===== config.mk =====
export PLATFORM = sky130hd
export DESIGN_NAME = pipe_adder_tree
export DESIGN_NICKNAME = d
export VERILOG_FILES = /design/src/rtl/pipe_adder_tree.sv
export SDC_FILE = /design/constraint.sdc
export NUM_CORES = 1
export LEC_CHECK = 0
export CORE_MARGIN = 5
export CORE_UTILIZATION = 55
export DETAILED_ROUTE_END_ITERATION = 12
export GPL_TIMING_DRIVEN = 0
export PLACE_DENSITY = 0.8
export SYNTH_ARGS = -nofsm -noshare
export SYNTH_HDL_FRONTEND = slang
export SYNTH_SLANG_ARGS = --single-unit

===== constraint.sdc =====
create_clock -name clk -period 8.1 [get_ports clk]
set_clock_uncertainty 0.05 [all_clocks]
set_input_delay 2.025 -clock clk [delete_from_list [all_inputs] [get_ports clk]]
set_output_delay 2.025 -clock clk [all_outputs]
set_load 0.01 [all_outputs]

===== src/rtl/pipe_adder_tree.sv =====
// Elastic, pipelined multi-operand adder: reduces NUM_INPUTS masked, sign/zero-extended
// lanes to one full-precision sum, with a register stage every PIPE_EVERY tree levels.
module pipe_adder_tree #(
    parameter int NUM_INPUTS = 8,
    parameter int IN_WIDTH   = 25,
    parameter int OUT_WIDTH  = IN_WIDTH + $clog2(NUM_INPUTS),
    parameter int PIPE_EVERY = 1
) (
    input  logic                           clk,
    input  logic                           rst,
    input  logic [NUM_INPUTS*IN_WIDTH-1:0] in_data,
    input  logic [NUM_INPUTS-1:0]          in_mask,
    input  logic                           in_signed,
    input  logic                           in_valid,
    output logic                           in_ready,
    output logic [OUT_WIDTH-1:0]           out_sum,
    output logic                           out_valid,
    input  logic                           out_ready,
    output logic                           busy
);

    localparam int LEVELS = $clog2(NUM_INPUTS);
    localparam int STAGES = (LEVELS == 0) ? 1 : (LEVELS + PIPE_EVERY - 1) / PIPE_EVERY;

    function automatic int level_nodes(input int lvl);
        return (NUM_INPUTS + (1 << lvl) - 1) >> lvl;
    endfunction

    // A single-lane tree has no adder levels, so its only register sits on the entry level.
    function automatic int is_reg_level(input int lvl);
        if (LEVELS == 0) begin
            return (lvl == 0) ? 1 : 0;
        end else if (lvl == 0) begin
            return 0;
        end else if (((lvl % PIPE_EVERY) == 0) || (lvl == LEVELS)) begin
            return 1;
        end else begin
            return 0;
        end
    endfunction

    function automatic int stage_of(input int lvl);
        if (lvl == 0) begin
            return 0;
        end else begin
            return (lvl + PIPE_EVERY - 1) / PIPE_EVERY - 1;
        end
    endfunction

    logic [STAGES-1:0] v_q;
    logic [STAGES-1:0] v_d;
    logic [STAGES-1:0] ld_s;
    logic [STAGES-1:0] vin_s;

    // Load enables ripple back from out_ready; an empty stage always loads (bubble collapse).
    always_comb begin
        logic take_s;
        take_s = out_ready;
        ld_s   = '0;
        for (int k = STAGES - 1; k >= 0; k--) begin
            take_s  = !v_q[k] || take_s;
            ld_s[k] = take_s;
        end
    end

    // Next-state valid bits: a loading stage takes the valid of the stage feeding it.
    always_comb begin
        vin_s    = '0;
        v_d      = v_q;
        vin_s[0] = in_valid;
        for (int k = 1; k < STAGES; k++) begin
            vin_s[k] = v_q[k-1];
        end
        for (int k = 0; k < STAGES; k++) begin
            if (ld_s[k]) begin
                v_d[k] = vin_s[k];
            end else begin
                v_d[k] = v_q[k];
            end
        end
    end

    // Stage valid registers.
    always_ff @(posedge clk or posedge rst) begin
        if (rst) begin
            v_q <= '0;
        end else begin
            v_q <= v_d;
        end
    end

    for (genvar l = 0; l <= LEVELS; l++) begin : g_lvl
        localparam int NL = level_nodes(l);
        logic [OUT_WIDTH-1:0] comb_s [NL];
        logic [OUT_WIDTH-1:0] src_s  [NL];

        if (l == 0) begin : g_ext
            for (genvar i = 0; i < NUM_INPUTS; i++) begin : g_lane
                logic [IN_WIDTH-1:0]  lane_s;
                logic [OUT_WIDTH-1:0] ext_s;
                assign lane_s = in_data[i*IN_WIDTH +: IN_WIDTH] & {IN_WIDTH{in_mask[i]}};

                // Mask first, then widen so a masked lane contributes exactly zero.
                always_comb begin
                    if (in_signed) begin
                        ext_s = OUT_WIDTH'($signed(lane_s));
                    end else begin
                        ext_s = OUT_WIDTH'(lane_s);
                    end
                end
                assign comb_s[i] = ext_s;
            end
        end else begin : g_add
            localparam int NP = level_nodes(l - 1);
            for (genvar i = 0; i < NL; i++) begin : g_node
                if (2 * i + 1 < NP) begin : g_pair
                    assign comb_s[i] = g_lvl[l-1].src_s[2*i] + g_lvl[l-1].src_s[2*i+1];
                end else begin : g_pass
                    assign comb_s[i] = g_lvl[l-1].src_s[2*i];
                end
            end
        end

        if (is_reg_level(l) != 0) begin : g_reg
            localparam int K = stage_of(l);
            logic [OUT_WIDTH-1:0] data_q [NL];

            // Stage data register; only updates when a valid beat moves in.
            always_ff @(posedge clk or posedge rst) begin
                if (rst) begin
                    for (int i = 0; i < NL; i++) begin
                        data_q[i] <= '0;
                    end
                end else if (ld_s[K] && vin_s[K]) begin
                    data_q <= comb_s;
                end
            end
            assign src_s = data_q;
        end else begin : g_wire
            assign src_s = comb_s;
        end
    end

    assign in_ready  = ld_s[0];
    assign out_valid = v_q[STAGES-1];
    assign out_sum   = g_lvl[LEVELS].src_s[0];
    assign busy      = |v_q;

endmodule


Word level (Yosys, flattened, before mapping)
Index checks and enable logic that the tools add are counted.
Widths: inputs -> output; s select.
{"block": "op_classes", "mux": 8, "add_sub_neg": 7, "bitwise_logic": 8, "reduce_logical": 10}
{"op": "$mux 28", "count": 8}
{"op": "$and 25x25->25", "count": 8}
{"op": "$add 28x28->28", "count": 7}
{"op": "$logic_and 1x1->1", "count": 3}
{"op": "$logic_not 1->1", "count": 3}
{"op": "$logic_or 1x1->1", "count": 3}
{"op": "$reduce_or 3->1", "count": 1}
{"block": "word_totals", "output_inout_bits": 31, "regBits": 199, "elab_cells": 43, "input_bits": 213}

Longest topological paths before layout
Gate-level depths: netlist of the first run.
{"block": "depth", "ltp_word": 5, "depth_mapped": 12, "ltp_nobuf": 11}

Least setup slack after synthesis of the first run
OpenSTA, ideal clock, no wires.
{"block": "synth_timing", "path_kind": "input to register", "start": "in in_mask[5]", "end": "reg g_lvl[1].g_reg.data_q[52] (netlist name)", "path_slack_ns": 3.492, "path_buffers": 0, "setup_time_ns": 0.124, "required_ns": 7.926, "cell_stages": 11, "t_arrival_ns": 4.434, "path_cell_list": "and2_1 -> ha_1 -> fa_1 -> a211oi_1 -> o21bai_1 -> a21boi_0 -> o21ai_0 -> o21ai_0 -> o31a_1 -> nor4b_1 -> a211o_1"}
{"block": "synth_between", "elab_chain_cells": 3}
{"element": "from (decl)", "line": "12", "rtl": "input logic [NUM_INPUTS-1:0] in_mask,"}
{"element": "$and 25x25->25", "line": "101", "rtl": "assign lane_s = in_data[i*IN_WIDTH +: IN_WIDTH] & {IN_WIDTH{in_mask[i]}};"}
{"element": "$mux 28", "line": "105", "rtl": "if (in_signed) begin"}
{"element": "$add 28x28->28", "line": "117", "rtl": "assign comb_s[i] = g_lvl[l-1].src_s[2*i] + g_lvl[l-1].src_s[2*i+1];"}
{"element": "to (signal assigned)", "line": "135", "rtl": "data_q <= comb_s;"}
{"element": "to (decl)", "line": "126", "rtl": "logic [OUT_WIDTH-1:0] data_q [NL];"}
Every way passes these cells.
A chain may end at the register's enable or synchronous reset.

Final worst setup path of the first run
{"block": "layout_timing", "start": "in in_mask[5]", "end": "reg g_lvl[1].g_reg.data_q[54] (netlist name)"}
The elaborated chain is that of the path after synthesis.

==> run summary, run 1 <==
The flow ran to the end, and the final reports show no timing, DRC or antenna violations. The placement-stage cell area came out at 0.02066 mm2. The relative area change from synthesis to final layout is 20.28%. The iteration-0 DRC count of the detailed router came out at ~1200. The clock passes through at most 2 buffers. In the synthesized netlist the dominant register cell turns out to be dfrtp_1. The number of placed I/O pins came out at 244. The layout cell share with drive strength beyond 1 is 2.247%.

The number of distinct library cells after synthesis came out at 77. The data required time of the critical path came out at 8.44 ns. The number of enable flip-flop cells after synthesis came out at 0. The later-pin clock latency in the skew report is 0.46 ns. In this run the worst setup path begins at in_mask[5].

The wire length after detailed routing came out at 53.94 mm. The synthesized netlist cell count came out at 2172. The worst slew slack as a fraction of its limit is 45.66%.

The count of maximum capacitance violations came out at 0. The wire length per cell came out at 18.92 um. The number of rows created at floorplan came out at between 60 and 70.

The total count of hold-check failures in the final report came to 0. The achievable clock frequency is between 0.15 and 0.2 GHz. The horizontal die dimension came out at ~190 um. The first-pass GRT wire length is 85.94 mm.

The final cycle utilization of the critical path came out at 70.52%. The maximum vdd ir drop is about 150 uV. The max-slew violation count came to 0.

The mean number of vias per cell is approximately 6. In this run the worst path has a maximum fanout of 8. The standby leakage power came out at roughly 9.7 nW.

The count of endpoints failing setup in the final report came out at 0. The number of antenna violations at the first check in global routing came out at 0. The via count of the first global-routing pass came out at 16390. The number of buffers inserted during clock tree synthesis is 17. The clock-pin slew on the worst setup and hold paths is 0.08 ns. The worst hold path begins at out_sum[1]. The number of design rule violations left after detail routing is 0. The async set or reset register ratio after synthesis came out at 100.0%. The worst setup path is captured at a flop.

The clock period minus worst slack came out at 5.712 ns. The post-synthesis register bit count is around 200. In this run the vertical extent of the chip is between 150 and 200 um. The synthesized netlist net count came out at ~2600.

The antenna diode count is 0. For this run, the detailed router's first-pass iteration total came to 5. The library cells used most frequently in the layout, excluding fill and tap cells, are 306 x nand2_1, 243 x clkdlybuf4s50_1, 227 x o21ai_0, 211 x and2_1, 199 x dfrtp_1. The floorplan step defined a core boundary enclosing 0.03164 mm2. The ratio of total power to cell area came out at 238.0 mW/mm2. After routing the design area is 0.02128 mm2. The element type at the critical path start is an input pin. The total die area is between 0.03 and 0.04 mm2. The library cell used most frequently in the layout, excluding fill and tap cells, is nand2_1. At the pin with the least slew margin, the transition time is around 0.82 ns.

The worst hold path belongs to the class reg -> reg. The global-route usage over all layers came out at 29.52%. The largest single stage delay on the critical path is about 0.57 ns. The post-CTS setup buffer count came out at 0. The post-synthesis instance area came out at 0.01769 mm2. Across all hold checks on the routed design, the worst slack comes to between 0.4 and 0.5 ns. Counting stages on the worst path, the most repeated cell is o21ai_0. The number of port buffers came out at 243. For this configuration, the core starts out at a cell density of 55.91%. The setup TNS came out at 0 ns. The tree built by TritonCTS fans out to 199 sinks.

The total number of nets in the final design is ~2800. Setup repair after global routing left no endpoint under its margin. The count of warnings emitted by yosys is 0.

The sum of net half-perimeters after detailed placement is 44.46 mm. In this run the critical register-to-register path is launched from v_q[2]. TritonCTS built the clock tree.

The data arrival at the endpoint of the critical path came out at 6.05 ns. The kind of critical path is in -> reg. The portion of the post-synthesis area used by sequential elements came out at 28.15%.

The residual antenna-violating net count after detailed routing is 0. The count of filler cells inserted in the layout came out at 2722. Routability-driven placement finished with a final weighted congestion of around 0.96. In this run, post-CTS hold repair placed 0 buffers. The remaining global-route overflow came out at 0. The detailed router placed 17060 vias in this run. In this run the clock root is driven by a clkbuf_16.

Traced cell by cell, the critical path runs through clkdlybuf4s50_1 -> and2_1 -> ha_1 -> fa_1 -> a211oi_1 -> o21bai_1 -> a21boi_0 -> o21ai_0 -> o21ai_0 -> o21ai_0 -> a211oi_1 -> a21o_1. For this design, the slowest cell found on the critical path is clkdlybuf4s50_1. A synthesized cell averages 8.144 um2. The maximum number of pins on one net before global-route repair is 115. The number of gates resized after cts came out at 0.

The number of levels the H-tree was split into is 4.
routing by layer:
layer / global-route usage, % / up-vias / share of wire, %
li1: - / 8343 / -
met1: 42.85 / 8076 / 47
met2: 46.19 / 562 / 45
met3: 4.904 / 76 / 6.8
met4: 7.457 / 0 / 2.1
met5: 0 / - / 0
worst max-delay path, delay by kind of cell:
family | cells | cell delay [ns]
compound gates | 8 | 2.47
fa+ha+maj | 2 | 0.74
buf+inv | 1 | 0.57
simple gates | 1 | 0.25
per-stage QoR:
stage / instances / power [W] / setup slack, ns / utilization, %
final: 2850 / 0.005063 / 2.388 / 67.25
after floorplan: 2172 / 0.003302 / 0.5993 / -
after global placement: 2817 / 0.004066 / -1.805 / 65.19
after global routing: 2850 / 0.005422 / 2.102 / 67.25
after CTS: 2850 / 0.005031 / 2.501 / 67.25
after detailed placement: 2818 / 0.004136 / 2.047 / 65.30
registers in the layout, summed over array words and instances (netlist names):
| signal | cells |
|---|---|
| g_lvl.g_reg.data_q | 168 |
| out_sum | 28 |
| v_q | 3 |
cells in the mapped netlist (all sizes together) (10+ instances only):
| master | instances | area, um2 |
|---|---|---|
| a211oi | 26 | 200.2 |
| ha | 185 | 2315 |
| xor2 | 66 | 578.1 |
| nor2 | 86 | 322.8 |
| nand3 | 42 | 210.2 |
| nand4 | 33 | 206.5 |
| nand2b | 17 | 106.4 |
| a31oi | 19 | 125.1 |
| and2 | 211 | 1320 |
| o21bai | 29 | 217.7 |
| o31ai | 22 | 170.2 |
| o21ai | 232 | 1161 |
| o211ai | 14 | 105.1 |
| nor3 | 24 | 125.1 |
| and3 | 28 | 175.2 |
| nor2b | 10 | 62.56 |
| dfrtp | 199 | 4980 |
| inv | 45 | 168.9 |
| nand2 | 306 | 1149 |
| a21oi | 149 | 749.5 |
| xnor2 | 75 | 656.9 |
| clkbuf | 80 | 300.3 |
| o21a | 25 | 187.7 |
| a21o | 88 | 660.6 |
worst paths after layout:
kind	depth (start not counted)	endpoint	slack (ns)
min in group asynchronous	2	out_sum[5]	2.07
worst min register to register	2	out_sum[1]	0.42
worst max register to register	9	g_lvl[1].g_reg.data_q[60]	4.41
worst max-delay path	12	g_lvl[1].g_reg.data_q[54]	2.39
max in group asynchronous	3	g_lvl[1].g_reg.data_q[96]	5.02
worst min-delay path	2	out_sum[1]	0.42
layout make-up:
class                   count  area (um2)  share of cell area, %
multi-input cells        1839       12210                  57.37
flip-flops and latches    199        4980                  23.40
repair buffers            244        2460                  11.56
well taps                 402       503.0                  2.364
clock buffers              17       425.4                  1.999
plain buffers              89       334.1                  1.570
clock inverters            15       191.4                 0.8997
inverters                  45       176.4                 0.8292
power breakdown:
part	switching, W	internal [W]
Sequential	0.000261	0.00130
Combinational	0.00146	0.00115
Clock	0.000440	0.000442
Total	0.00216	0.00290
kinds of logic (layout without fill, tap and decap cells):
logic type	after synthesis	in the layout	share of synthesized area (%)
XOR/XNOR	141	141	6.981
adder cells (fa/ha/maj)	192	192	13.88
AND/OR/NAND/NOR	803	803	22.77
flip-flops	199	199	28.15
buffers and inverters	134	410	2.843
multiplexers	7	7	0.4032
AO/OA/AOI/OAI	696	696	24.98
(Power assumes the default switching activity.)
==> run 2, diff against run 1 <==
==> constraint.sdc (replaced) <==
create_clock -name clk -period 5.9 [get_ports clk]
set_clock_uncertainty 0.05 [all_clocks]
set_input_delay 1.475 -clock clk [delete_from_list [all_inputs] [get_ports clk]]
set_output_delay 1.475 -clock clk [all_outputs]
set_load 0.01 [all_outputs]
==> run summary, run 2 (synthesis gave the netlist of run 1 again) <==
The number of gates resized after cts came out at 0. In this run, the number of DRC markers left after iteration 0 of detailed routing was 1025. Compared with the post-synthesis result, the final layout area differs by 20.41%. Setup slack on the critical path of the routed design comes to roughly 0.69 ns.

The worst slew slack as a fraction of its limit came out at 47.33%. Counting flops per register, the top entry is g_lvl.g_reg.data_q. Global routing used 29.66% of the available tracks. The kind of critical path is in -> reg.

The mean number of vias per cell came out at 5.953. The number of port buffers is approximately 240. The clock network is responsible for 16.7% of the overall power.

The first global-routing pass estimated 86.71 mm of wire. The flow ran to the end, and the final reports show no timing, DRC or antenna violations. The ratio of total power to cell area came out at ~320 mW/mm2. In the layout the commonest cells are 306 x nand2_1, 243 x clkdlybuf4s50_1, 227 x o21ai_0, 211 x and2_1, 199 x dfrtp_1.

The wire length per cell came out at around 19 um. The clock-pin slew on the worst setup and hold paths came out at 0.07 ns. The tightest min-delay check is of the reg -> reg type. The flip-flop count of the largest register after layout came out at 168. The number of levels the H-tree was split into came out at 4.

The largest fanout on the critical path came out at 8. The area of the placeable core is 0.03164 mm2. The number of antenna violations at the first check in global routing came to 3. Registers are responsible for a little under a third of the overall power.

Once the floorplan was initialized, standard cells occupied 55.91% of the core. The number of design rule violations left after detail routing came out at 0. The data required time of the critical path is 6.16 ns. The hold buffer count at cts came out at 0. The largest single stage delay on the critical path is ~0.57 ns. The cell-internal power came out at 0.003957 W. The routed design could run at a clock period as short as 5.207 ns.

The total buffers and inverters traversed by the critical path is 1. The max-slew violation count is 0. The worst slack at placement came out at ~0.34 ns. The deepest clock path buffer count came out at 2.

After legalization and detailed placement, the total HPWL measured 45.16 mm. For the pin with the worst max-slew slack, the measured transition is slightly below 0.8 ns. Max-cap violations in this run came to 0. The final cycle utilization of the critical path came out at about nine tenths. The total number of nets in the final design came out at 2844. On the critical path the largest part of the delay comes from compound AO/OA/AOI/OAI gates. The via count of the first global-routing pass is 16410. Fill cells in the final layout number approximately 2700. The wire length after detailed routing is 54.20 mm.

From bottom edge to top edge, the die measures between 150 and 200 um. The number of rows created at floorplan came out at 65. The critical-path cell with the highest stage delay is clkdlybuf4s50_1.

In this run the power spent charging and discharging nets is 0.002945 W. Setup repair after global routing left no endpoint under its margin. The number of clock buffers added by TritonCTS is 17. Counting every sink on the clock net gives approximately 200. The standby leakage power is 9.727 nW. The post-CTS setup buffer count came out at 0. Leaving out fill and tap cells, the most frequent cell in the layout is nand2_1.

The count of endpoints failing setup in the final report is 0. The routability-driven placement congestion ratio is approximately 0.93. The endpoint kind of the worst setup timing path is a flop.

The post-route netlist has 2.365% of its cells at a drive strength greater than 1. The setup TNS is 0 ns. The maximum number of pins on one net before global-route repair is 43.

The combinational power share is 52.4%. The residual antenna-violating net count after detailed routing came out at 0. The CTS tree is built.

The worst-case IR drop observed on VDD is 215.5 uV. The vias after detailed routing came out at ~17000. The critical path goes through clkdlybuf4s50_1 -> and2_1 -> ha_1 -> fa_1 -> a211oi_1 -> o21bai_1 -> a21boi_0 -> o21ai_0 -> o21ai_0 -> o21ai_0 -> xnor2_1 -> o21ai_0. After global routing the overflow that remains totals 0. The number of detailed-route iterations in the first pass came out at 5. The proportion of total power due to net switching came out at 42.66%.

The horizontal die dimension came out at 189.3 um. The total count of hold-check failures in the final report came out at 0. STA classifies the critical path startpoint as an input pin. The data arrival at the endpoint of the critical path came out at about 5.5 ns. The later-pin clock latency in the skew report is 0.45 ns. 244 I/O pins were placed. The achievable clock frequency is 0.1920 GHz. The total die area is 0.03585 mm2.

The most numerous cell type found on the critical path is o21ai_0. The tree is rooted in a clkbuf_16.
==> run 2: cell types whose count changed in the layout (fill, tap and decap cells not counted), moves of 2 or more <==
cell	before	now
buf_12	0	5
inv_8	1	4
clkinvlp_4	2	4
clkbuf_8	0	2
clkinv_8	6	0
diode_2	0	3
==> run 2: path summary, 6_finish.rpt <==
path | start | to | slack, ns | cells past startpoint
max in group asynchronous | rst | g_lvl[1].g_reg.data_q[22] | 3.65 | 4
hold reg to reg | out_sum[0] | out_sum[0] | 0.42 | 2
min in group asynchronous | rst | g_lvl[1].g_reg.data_q[57] | 1.33 | 2
setup reg to reg | v_q[2] | g_lvl[1].g_reg.data_q[59] | 2.16 | 9
hold / removal | out_sum[0] | out_sum[0] | 0.42 | 2
setup / recovery | in_mask[5] | g_lvl[1].g_reg.data_q[46] | 0.69 | 12
==> run 2: worst register-to-register path, delay by kind of cell, from the launching register on <==
kind | cells | cell delay, ns
buffers and inverters | 4 | 2.37
flip-flops | 1 | 0.38
AO/OA/AOI/OAI | 1 | 0.10
AND/OR/NAND/NOR | 4 | 0.77
==> run 2: routing by layer <==
metal	up-vias	track usage [%]	part of all wire, %
met3	70	4.019	6.3
met4	0	8.013	2.4
met2	560	47.07	45
met5	-	0	0
li1	8364	-	-
met1	8013	42.88	47
==> run 2: area by class of cell <==
| class | instances | area, um2 | share of cell area, % |
|---|---|---|---|
| antenna | 3 | 7.507 | 0.03524 |
| buffer | 89 | 334.1 | 1.568 |
| clock buffer | 20 | 456.7 | 2.144 |
| clock inverter | 12 | 107.6 | 0.5052 |
| inverter | 45 | 172.7 | 0.8106 |
| multi-input combinational | 1839 | 12210 | 57.31 |
| sequential | 199 | 4980 | 23.38 |
| tap | 402 | 503.0 | 2.361 |
| timing repair buffer | 248 | 2532 | 11.89 |
==> run 2: per-stage QoR <==
| stage | area (um2) | hold slack, ns | total power (W) | std cells | utilization [%] |
|---|---|---|---|---|---|
| after global placement | 20630 | 0.4106 | 0.005600 | 2817 | 65.20 |
| after floorplan | 17690 | 0.3998 | 0.004534 | 2172 | - |
| after global routing | 21300 | 0.4643 | 0.007406 | 2857 | 67.33 |
| after CTS | 21290 | 0.4321 | 0.006879 | 2854 | 67.30 |
| final | 21300 | 0.4234 | 0.006902 | 2857 | 67.33 |
| after detailed placement | 20730 | 0.4130 | 0.005710 | 2822 | 65.52 |
==> run 2: power groups by stage <==
stage / Clock, W / Sequential, W / Combinational (W)
final: 0.00115 / 0.00213 / 0.00362
after global routing: 0.00122 / 0.00217 / 0.00401
after CTS: 0.00116 / 0.00212 / 0.00359
after detailed placement: 0 / 0.00215 / 0.00356
after floorplan: 0 / 0.00205 / 0.00248
after global placement: 0 / 0.00214 / 0.00346
